**src/rtl/alu_pkg.sv**
```systemverilog
// Shared definitions for the execute-stage ALU: op codes, FSM states, defaults.
package alu_pkg;

    localparam int unsigned XLEN_DEF = 32;
    localparam int unsigned OP_W_DEF = 5;
    localparam int unsigned OP_LAST  = 10;

    typedef enum logic [4:0] {
        OP_ADD  = 5'd0,
        OP_SUB  = 5'd1,
        OP_AND  = 5'd2,
        OP_OR   = 5'd3,
        OP_XOR  = 5'd4,
        OP_SLL  = 5'd5,
        OP_SRL  = 5'd6,
        OP_SRA  = 5'd7,
        OP_SLT  = 5'd8,
        OP_SLTU = 5'd9,
        OP_MUL  = 5'd10
    } alu_op_e;

    typedef enum logic {
        S_IDLE = 1'b0,
        S_MUL  = 1'b1
    } alu_state_e;

    // Codes 0..OP_LAST are defined; everything above is illegal.
    function automatic logic op_is_legal(input logic [31:0] op);
        return op <= 32'(OP_LAST);
    endfunction

endpackage

```
**src/rtl/alu_mul_iter.sv**
```systemverilog
// Iterative shift-add multiplier retiring MUL_BITS multiplier bits per cycle.
// Ports:
//   clk_i, rst_n_i  clock / async active-low reset
//   start_i         load operands and begin (ignored while busy)
//   a_i, b_i        multiplicand / multiplier
//   busy_o          iteration in progress (registered)
//   done_c_o        last chunk retires at the coming edge (combinational)
//   prod_c_o        low XLEN bits of the product, valid with done_c_o
module alu_mul_iter
    import alu_pkg::*;
#(
    parameter int unsigned XLEN     = XLEN_DEF,
    parameter int unsigned MUL_BITS = 1
) (
    input  logic            clk_i,
    input  logic            rst_n_i,
    input  logic            start_i,
    input  logic [XLEN-1:0] a_i,
    input  logic [XLEN-1:0] b_i,
    output logic            busy_o,
    output logic            done_c_o,
    output logic [XLEN-1:0] prod_c_o
);

    localparam int unsigned STEPS = XLEN / MUL_BITS;
    localparam int unsigned CNT_W = (STEPS > 1) ? $clog2(STEPS) : 1;

    logic [XLEN-1:0]  a_q, b_q, acc_q;
    logic [CNT_W-1:0] cnt_q;
    logic             busy_q;
    logic [XLEN-1:0]  partial_c;
    logic [XLEN-1:0]  sum_c;

    // Partial product of the multiplicand with the current low chunk of the multiplier.
    assign partial_c = a_q * XLEN'(b_q[MUL_BITS-1:0]);
    assign sum_c     = acc_q + partial_c;

    // Operand shift registers, accumulator and chunk counter.
    always_ff @(posedge clk_i or negedge rst_n_i) begin
        if (!rst_n_i) begin
            a_q    <= '0;
            b_q    <= '0;
            acc_q  <= '0;
            cnt_q  <= '0;
            busy_q <= 1'b0;
        end else if (busy_q) begin
            a_q   <= a_q << MUL_BITS;
            b_q   <= b_q >> MUL_BITS;
            acc_q <= sum_c;
            if (cnt_q == '0) begin
                busy_q <= 1'b0;
            end else begin
                cnt_q <= cnt_q - CNT_W'(1);
            end
        end else if (start_i) begin
            a_q    <= a_i;
            b_q    <= b_i;
            acc_q  <= '0;
            cnt_q  <= CNT_W'(STEPS - 1);
            busy_q <= 1'b1;
        end
    end

    assign busy_o   = busy_q;
    assign done_c_o = busy_q & (cnt_q == '0);
    assign prod_c_o = sum_c;

endmodule

```
**src/rtl/alu_pipe.sv**
```systemverilog
// Execute-stage ALU with valid/ready in and out channels and a registered result.
// Single-cycle ops return one cycle after accept; MUL uses alu_mul_iter.
// Ports:
//   clk_i, rst_n_i             clock / async active-low reset
//   in_valid_i, in_ready_o     input handshake (in_ready_o is combinational)
//   op_i, rs1_i, rs2_i         operation and operands
//   out_valid_o, out_ready_i   output handshake
//   rd_o, zero_o, illegal_o    result, result==0, undefined op code
//   busy_o                     multiplier iterating
module alu_pipe
    import alu_pkg::*;
#(
    parameter int unsigned XLEN     = XLEN_DEF,
    parameter int unsigned MUL_BITS = 1,
    parameter int unsigned OP_W     = OP_W_DEF
) (
    input  logic            clk_i,
    input  logic            rst_n_i,
    input  logic            in_valid_i,
    output logic            in_ready_o,
    input  logic [OP_W-1:0] op_i,
    input  logic [XLEN-1:0] rs1_i,
    input  logic [XLEN-1:0] rs2_i,
    output logic            out_valid_o,
    input  logic            out_ready_i,
    output logic [XLEN-1:0] rd_o,
    output logic            zero_o,
    output logic            illegal_o,
    output logic            busy_o
);

    localparam int unsigned SH_W = $clog2(XLEN);

    alu_state_e      state_q, state_d;
    logic            out_valid_q, out_valid_d;
    logic [XLEN-1:0] rd_q, rd_d;
    logic            zero_q, zero_d;
    logic            illegal_q, illegal_d;
    logic            busy_q, busy_d;

    logic            accept_c;
    logic            is_mul_c;
    logic            legal_c;
    logic [SH_W-1:0] shamt_c;
    logic [XLEN-1:0] alu_res_c;
    logic            mul_start_c;
    logic            mul_busy;
    logic            mul_done_c;
    logic [XLEN-1:0] mul_prod_c;

    // A new op may enter only when idle and the output slot is free or draining.
    assign in_ready_o = (state_q == S_IDLE) & (~out_valid_q | out_ready_i);
    assign accept_c   = in_valid_i & in_ready_o;
    assign is_mul_c   = (op_i == OP_W'(OP_MUL));
    assign legal_c    = op_is_legal(32'(op_i));
    assign shamt_c    = rs2_i[SH_W-1:0];

    // Single-cycle result decode; MUL and illegal codes yield zero here.
    always_comb begin
        alu_res_c = '0;
        case (op_i)
            OP_W'(OP_ADD):  alu_res_c = rs1_i + rs2_i;
            OP_W'(OP_SUB):  alu_res_c = rs1_i - rs2_i;
            OP_W'(OP_AND):  alu_res_c = rs1_i & rs2_i;
            OP_W'(OP_OR):   alu_res_c = rs1_i | rs2_i;
            OP_W'(OP_XOR):  alu_res_c = rs1_i ^ rs2_i;
            OP_W'(OP_SLL):  alu_res_c = rs1_i << shamt_c;
            OP_W'(OP_SRL):  alu_res_c = rs1_i >> shamt_c;
            OP_W'(OP_SRA):  alu_res_c = $unsigned($signed(rs1_i) >>> shamt_c);
            OP_W'(OP_SLT):  alu_res_c = XLEN'($signed(rs1_i) < $signed(rs2_i));
            OP_W'(OP_SLTU): alu_res_c = XLEN'(rs1_i < rs2_i);
            default:        alu_res_c = '0;
        endcase
    end

    // Next-state and output-register logic.
    always_comb begin
        state_d     = state_q;
        out_valid_d = out_valid_q & ~out_ready_i;
        rd_d        = rd_q;
        zero_d      = zero_q;
        illegal_d   = illegal_q;
        mul_start_c = 1'b0;

        case (state_q)
            S_IDLE: begin
                if (accept_c) begin
                    if (is_mul_c) begin
                        mul_start_c = 1'b1;
                        state_d     = S_MUL;
                    end else begin
                        rd_d        = alu_res_c;
                        zero_d      = (alu_res_c == '0);
                        illegal_d   = ~legal_c;
                        out_valid_d = 1'b1;
                    end
                end
            end
            S_MUL: begin
                if (mul_done_c) begin
                    rd_d        = mul_prod_c;
                    zero_d      = (mul_prod_c == '0);
                    illegal_d   = 1'b0;
                    out_valid_d = 1'b1;
                    state_d     = S_IDLE;
                end
            end
            default: state_d = S_IDLE;
        endcase

        busy_d = (state_d == S_MUL);
    end

    always_ff @(posedge clk_i or negedge rst_n_i) begin
        if (!rst_n_i) begin
            state_q     <= S_IDLE;
            out_valid_q <= 1'b0;
            rd_q        <= '0;
            zero_q      <= 1'b0;
            illegal_q   <= 1'b0;
            busy_q      <= 1'b0;
        end else begin
            state_q     <= state_d;
            out_valid_q <= out_valid_d;
            rd_q        <= rd_d;
            zero_q      <= zero_d;
            illegal_q   <= illegal_d;
            busy_q      <= busy_d;
        end
    end

    alu_mul_iter #(
        .XLEN     (XLEN),
        .MUL_BITS (MUL_BITS)
    ) u_mul (
        .clk_i    (clk_i),
        .rst_n_i  (rst_n_i),
        .start_i  (mul_start_c),
        .a_i      (rs1_i),
        .b_i      (rs2_i),
        .busy_o   (mul_busy),
        .done_c_o (mul_done_c),
        .prod_c_o (mul_prod_c)
    );

    assign out_valid_o = out_valid_q;
    assign rd_o        = rd_q;
    assign zero_o      = zero_q;
    assign illegal_o   = illegal_q;
    assign busy_o      = busy_q;

endmodule

```
**config.mk**
```make
export PLATFORM = sky130hd
export DESIGN_NAME = alu_pipe
export DESIGN_NICKNAME = d
export VERILOG_FILES = /design/src/rtl/alu_pkg.sv /design/src/rtl/alu_mul_iter.sv /design/src/rtl/alu_pipe.sv
export SDC_FILE = /design/constraint.sdc
export NUM_CORES = 1
export LEC_CHECK = 0
export ABC_CLOCK_PERIOD_IN_PS = 10500
export CAP_MARGIN = 20
export CORE_MARGIN = 4
export CORE_UTILIZATION = 43
export CTS_CLUSTER_DIAMETER = 30
export CTS_CLUSTER_SIZE = 8
export DETAILED_ROUTE_END_ITERATION = 16
export HOLD_SLACK_MARGIN = 0.08
export MAX_ROUTING_LAYER = met4
export PLACE_DENSITY = 0.62
export SYNTH_ARGS = -nofsm -noshare
export SYNTH_HDL_FRONTEND = slang
export SYNTH_SLANG_ARGS = --single-unit
```
**constraint.sdc**
```tcl
create_clock -name clk_i -period 10.5 [get_ports clk_i]
set_input_delay 1.05 -clock clk_i [delete_from_list [all_inputs] [get_ports clk_i]]
set_output_delay 1.05 -clock clk_i [all_outputs]
set_load 0.02 [all_outputs]
```
==> Implementation_results.wiki <==
{| class="wikitable"
! Metric !! Value
|-
| Layout Utilization || 48.57%
|-
| Hold Crit Class || register to register
|-
| Async S/R FF share, synth || 100.0%
|-
| Kind of critical path || primary input to register
|-
| Internal power || 1086 uW
|-
| Hold buffers post-CTS || 0
|-
| Violation count after the first detailed-route iteration || 2116
|-
| Number of max-cap violations || 0
|-
| Residual overflow from global routing || 0
|-
| Final setup fails || 0
|-
| Summed instance area of the synthesized netlist || 18040 sq um
|-
| Number of antenna violations at the first check in global routing || 0
|-
| Setup Slack @ Placement || 4.312 ns
|-
| Worst VDD drop || 0.1231 mV
|-
| Area growth syn-to-layout || 10.69%
|-
| Post-layout nets || 2497
|-
| Capturing element type of the critical path || register
|-
| Number of max-slew violations in the final report || 0
|-
| Total number of vias || 19154
|-
| Count of cells along the worst hold path || 2
|-
| Row count || 74
|-
| Cts repair resizes || 0
|-
| Post-Synthesis Cells || 2292
|-
| Unrepaired setup endpoints after global routing || no
|-
| Via count of the first global-routing pass || 18047
|-
| Clk slew on worst S/H paths || 0.06 ns
|-
| Vertical die dimension || 212.8 um
|-
| Fraction of final layout cells with drive strength greater than 1 || 8.040%
|-
| Final worst hold slack || 0.4733 ns
|-
| Weighted congestion at the end of routability-driven global placement || 1.074
|-
| Worst Reg-to-Reg Cells || 15
|-
| Remaining antenna violation count after routing || 0
|-
| Clk root buf || clkbuf_16
|-
| Die W || 212.8 um
|-
| Rel. slew slack || 23.82%
|-
| Number of primary I/O pins || 110
|-
| Sw frac || 39.27%
|-
| Total CTS buffers || 17
|-
| Final critical-path setup slack || 4.586 ns
|-
| Clock share of power || 35.3%
|-
| Number of distinct library cells after synthesis || 92
|-
| Proportion of synthesized chip area in sequential cells || 19.14%
|-
| Hold Fails Final Rpt || 0
|-
| Highest clock rate || 169.1 MHz
|-
| Post-detailed-route DRC marker count || 0
|-
| ANT cells || 0
|-
| Combinational Power Share || 34.5%
|-
| Reg-to-reg slack, setup || 5.38 ns
|-
| Number of enable flip-flop cells after synthesis || 0
|-
| Area of the die || 45290 sq um
|-
| Sink count of the clock tree || 138
|-
| Overall global routing resource usage || 36.80%
|-
| Sequential fraction of design power || 30.2%
|-
| Synth Flop Type || dfrtp_1
|-
| Arrival time at the worst endpoint || 6.25 ns
|-
| Maximum number of pins on one net before global-route repair || 99
|-
| Via-per-instance ratio || 6.761
|-
| Post-Syn Nets || 2501
|-
| Post-route clock period utilization || 56.32%
|-
| First-pass iteration count of the detailed router || 6
|-
| CP startpoint kind || primary input
|-
| Syn_area_per_cell || 7.871 sq um
|-
| NetSw || 702.0 uW
|-
| Count of input and output buffers || 109
|-
| Number of warnings printed during yosys synthesis || 0
|-
| Routed WL per cell || 29.09 um
|-
| Routed wire length || 82410 um
|-
| Slew at the pin closest to its max-slew limit || 1.139 ns
|-
| Data required time at the worst endpoint || 10.83 ns
|-
| Time the worst path needs with I/O delays and setup || 5.914 ns
|-
| Placeable core region || 41110 sq um
|-
| Power per unit of standard cell area || 89.53 nW/um^2
|-
| Most common cell after layout, fill and taps aside || nand2_1
|-
| Number of buffers on the longest clock path || 2
|-
| Later-pin clock latency in the skew report || 0.50 ns
|-
| Most frequent cells in the layout || 285 x nand2_1, 187 x o21ai_0, 162 x nor2_1
|-
| First-pass GRT wire length || 121200 um
|-
| Effective utilization at floorplan || 43.88%
|-
| Critical path fanouts, max || 50
|-
| Flop and latch count out of synthesis || 138
|-
| CTS tree || done
|-
| Setup Fix Bufs, Post-CTS || 0
|-
| Result of the run || finished, final reports clean
|-
| H-tree depth || 4
|-
| Worst clock skew || 0.01697 ns
|-
| Total Negative Setup Slacks || 0 ns
|-
| Placed wire-length estimate after detailed placement || 62340 um
|-
| Static power due to leakage || 0.008045 uW
|}
## worst paths after layout
| path | start | endpoint |
|---|---|---|
| max in group asynchronous | rst_n_i | u_mul.busy_o |
| max reg2reg | u_mul.b_q[0] | zero_o |
| min reg2reg | illegal_o | illegal_o |
| max | rs2_i[1] | rd_o[25] |
| min in group asynchronous | rst_n_i | u_mul.cnt_q[4] |
| min | illegal_o | illegal_o |
## registers in the layout (all words and copies together) (netlist names)
register	flops
busy_o	1
illegal_o	1
out_valid_o	1
rd_o	32
u_mul.a_q	32
u_mul.acc_q	32
u_mul.b_q	32
u_mul.busy_o	1
u_mul.cnt_q	5
zero_o	1
## metal layers
metal  global-route usage (%)  part of all wire (%)  wire [um]
met4                    15.30                   4.9       4004
met2                    55.49                    44      36470
met5                        -                     0          0
met3                    6.112                   8.2       6795
met1                    49.27                    43      35140
## through the flow
stage | power (uW) | std cells | area, sq um
after floorplan | 916.8 | 2292 | 18040
after global placement | 1147 | 2801 | 19390
after detailed placement | 1144 | 2801 | 19390
after CTS | 1783 | 2833 | 19970
after global routing | 1849 | 2833 | 19970
final | 1788 | 2833 | 19970
## cell usage after synthesis, types with 30 or more instances
library cell | instances | area [sq um]
nand2_1 | 285 | 1070
o21ai_0 | 187 | 935.9
nor2_1 | 163 | 611.8
mux2i_1 | 152 | 1521
dfrtp_1 | 138 | 3453
ha_1 | 133 | 1664
a21oi_1 | 128 | 640.6
clkbuf_1 | 128 | 480.5
inv_1 | 111 | 416.7
nand3_1 | 53 | 265.3
mux4_2 | 51 | 1149
nor3_1 | 48 | 240.2
and2_1 | 46 | 287.8
a211oi_1 | 35 | 262.8
a21o_1 | 30 | 225.2
## area by class of cell
cell class              count  area (sq um)
well taps                 532         665.6
inverters                 114         427.9
repair buffers            154          1413
clock inverters            13         132.6
clock buffers              19         442.9
multi-input cells        1863         13430
flip-flops and latches    138          3457
fillers                  4090         21140
## power by group through the flow
stage | clock network, uW | logic [uW] | registers, uW
detailed placement | 0 | 594 | 550
floorplan | 0 | 363 | 554
CTS | 645 | 598 | 540
global route | 660 | 649 | 541
global placement | 0 | 596 | 551
finish | 630 | 617 | 541
## worst max-delay path, stage by stage
cell and delay, ns:
buf_2 0.10, buf_4 0.29, inv_2 0.10, buf_4 0.66
ha_1 0.41, nor2_1 0.19, o311ai_0 0.30, a2111oi_2 0.62
o21ai_0 0.41, o221ai_1 0.62, a211oi_1 0.16, a2111oi_0 0.55
a2111oi_0 0.14, or2_2 0.38, mux2i_1 0.13, o21ai_0 0.10
## cell families (layout without fill, tap and decap cells)
family          Yosys count  count (layout)  share of synthesized area [%]
mux                     219             219                          16.11
xor+xnor                 43              43                          2.088
simple gates            764             764                          20.21
compound gates          701             701                          26.23
flops                   138             138                          19.14
fa+ha+maj               136             136                          9.558
buf+inv                 291             300                          6.658
(Power assumes the default switching activity.)
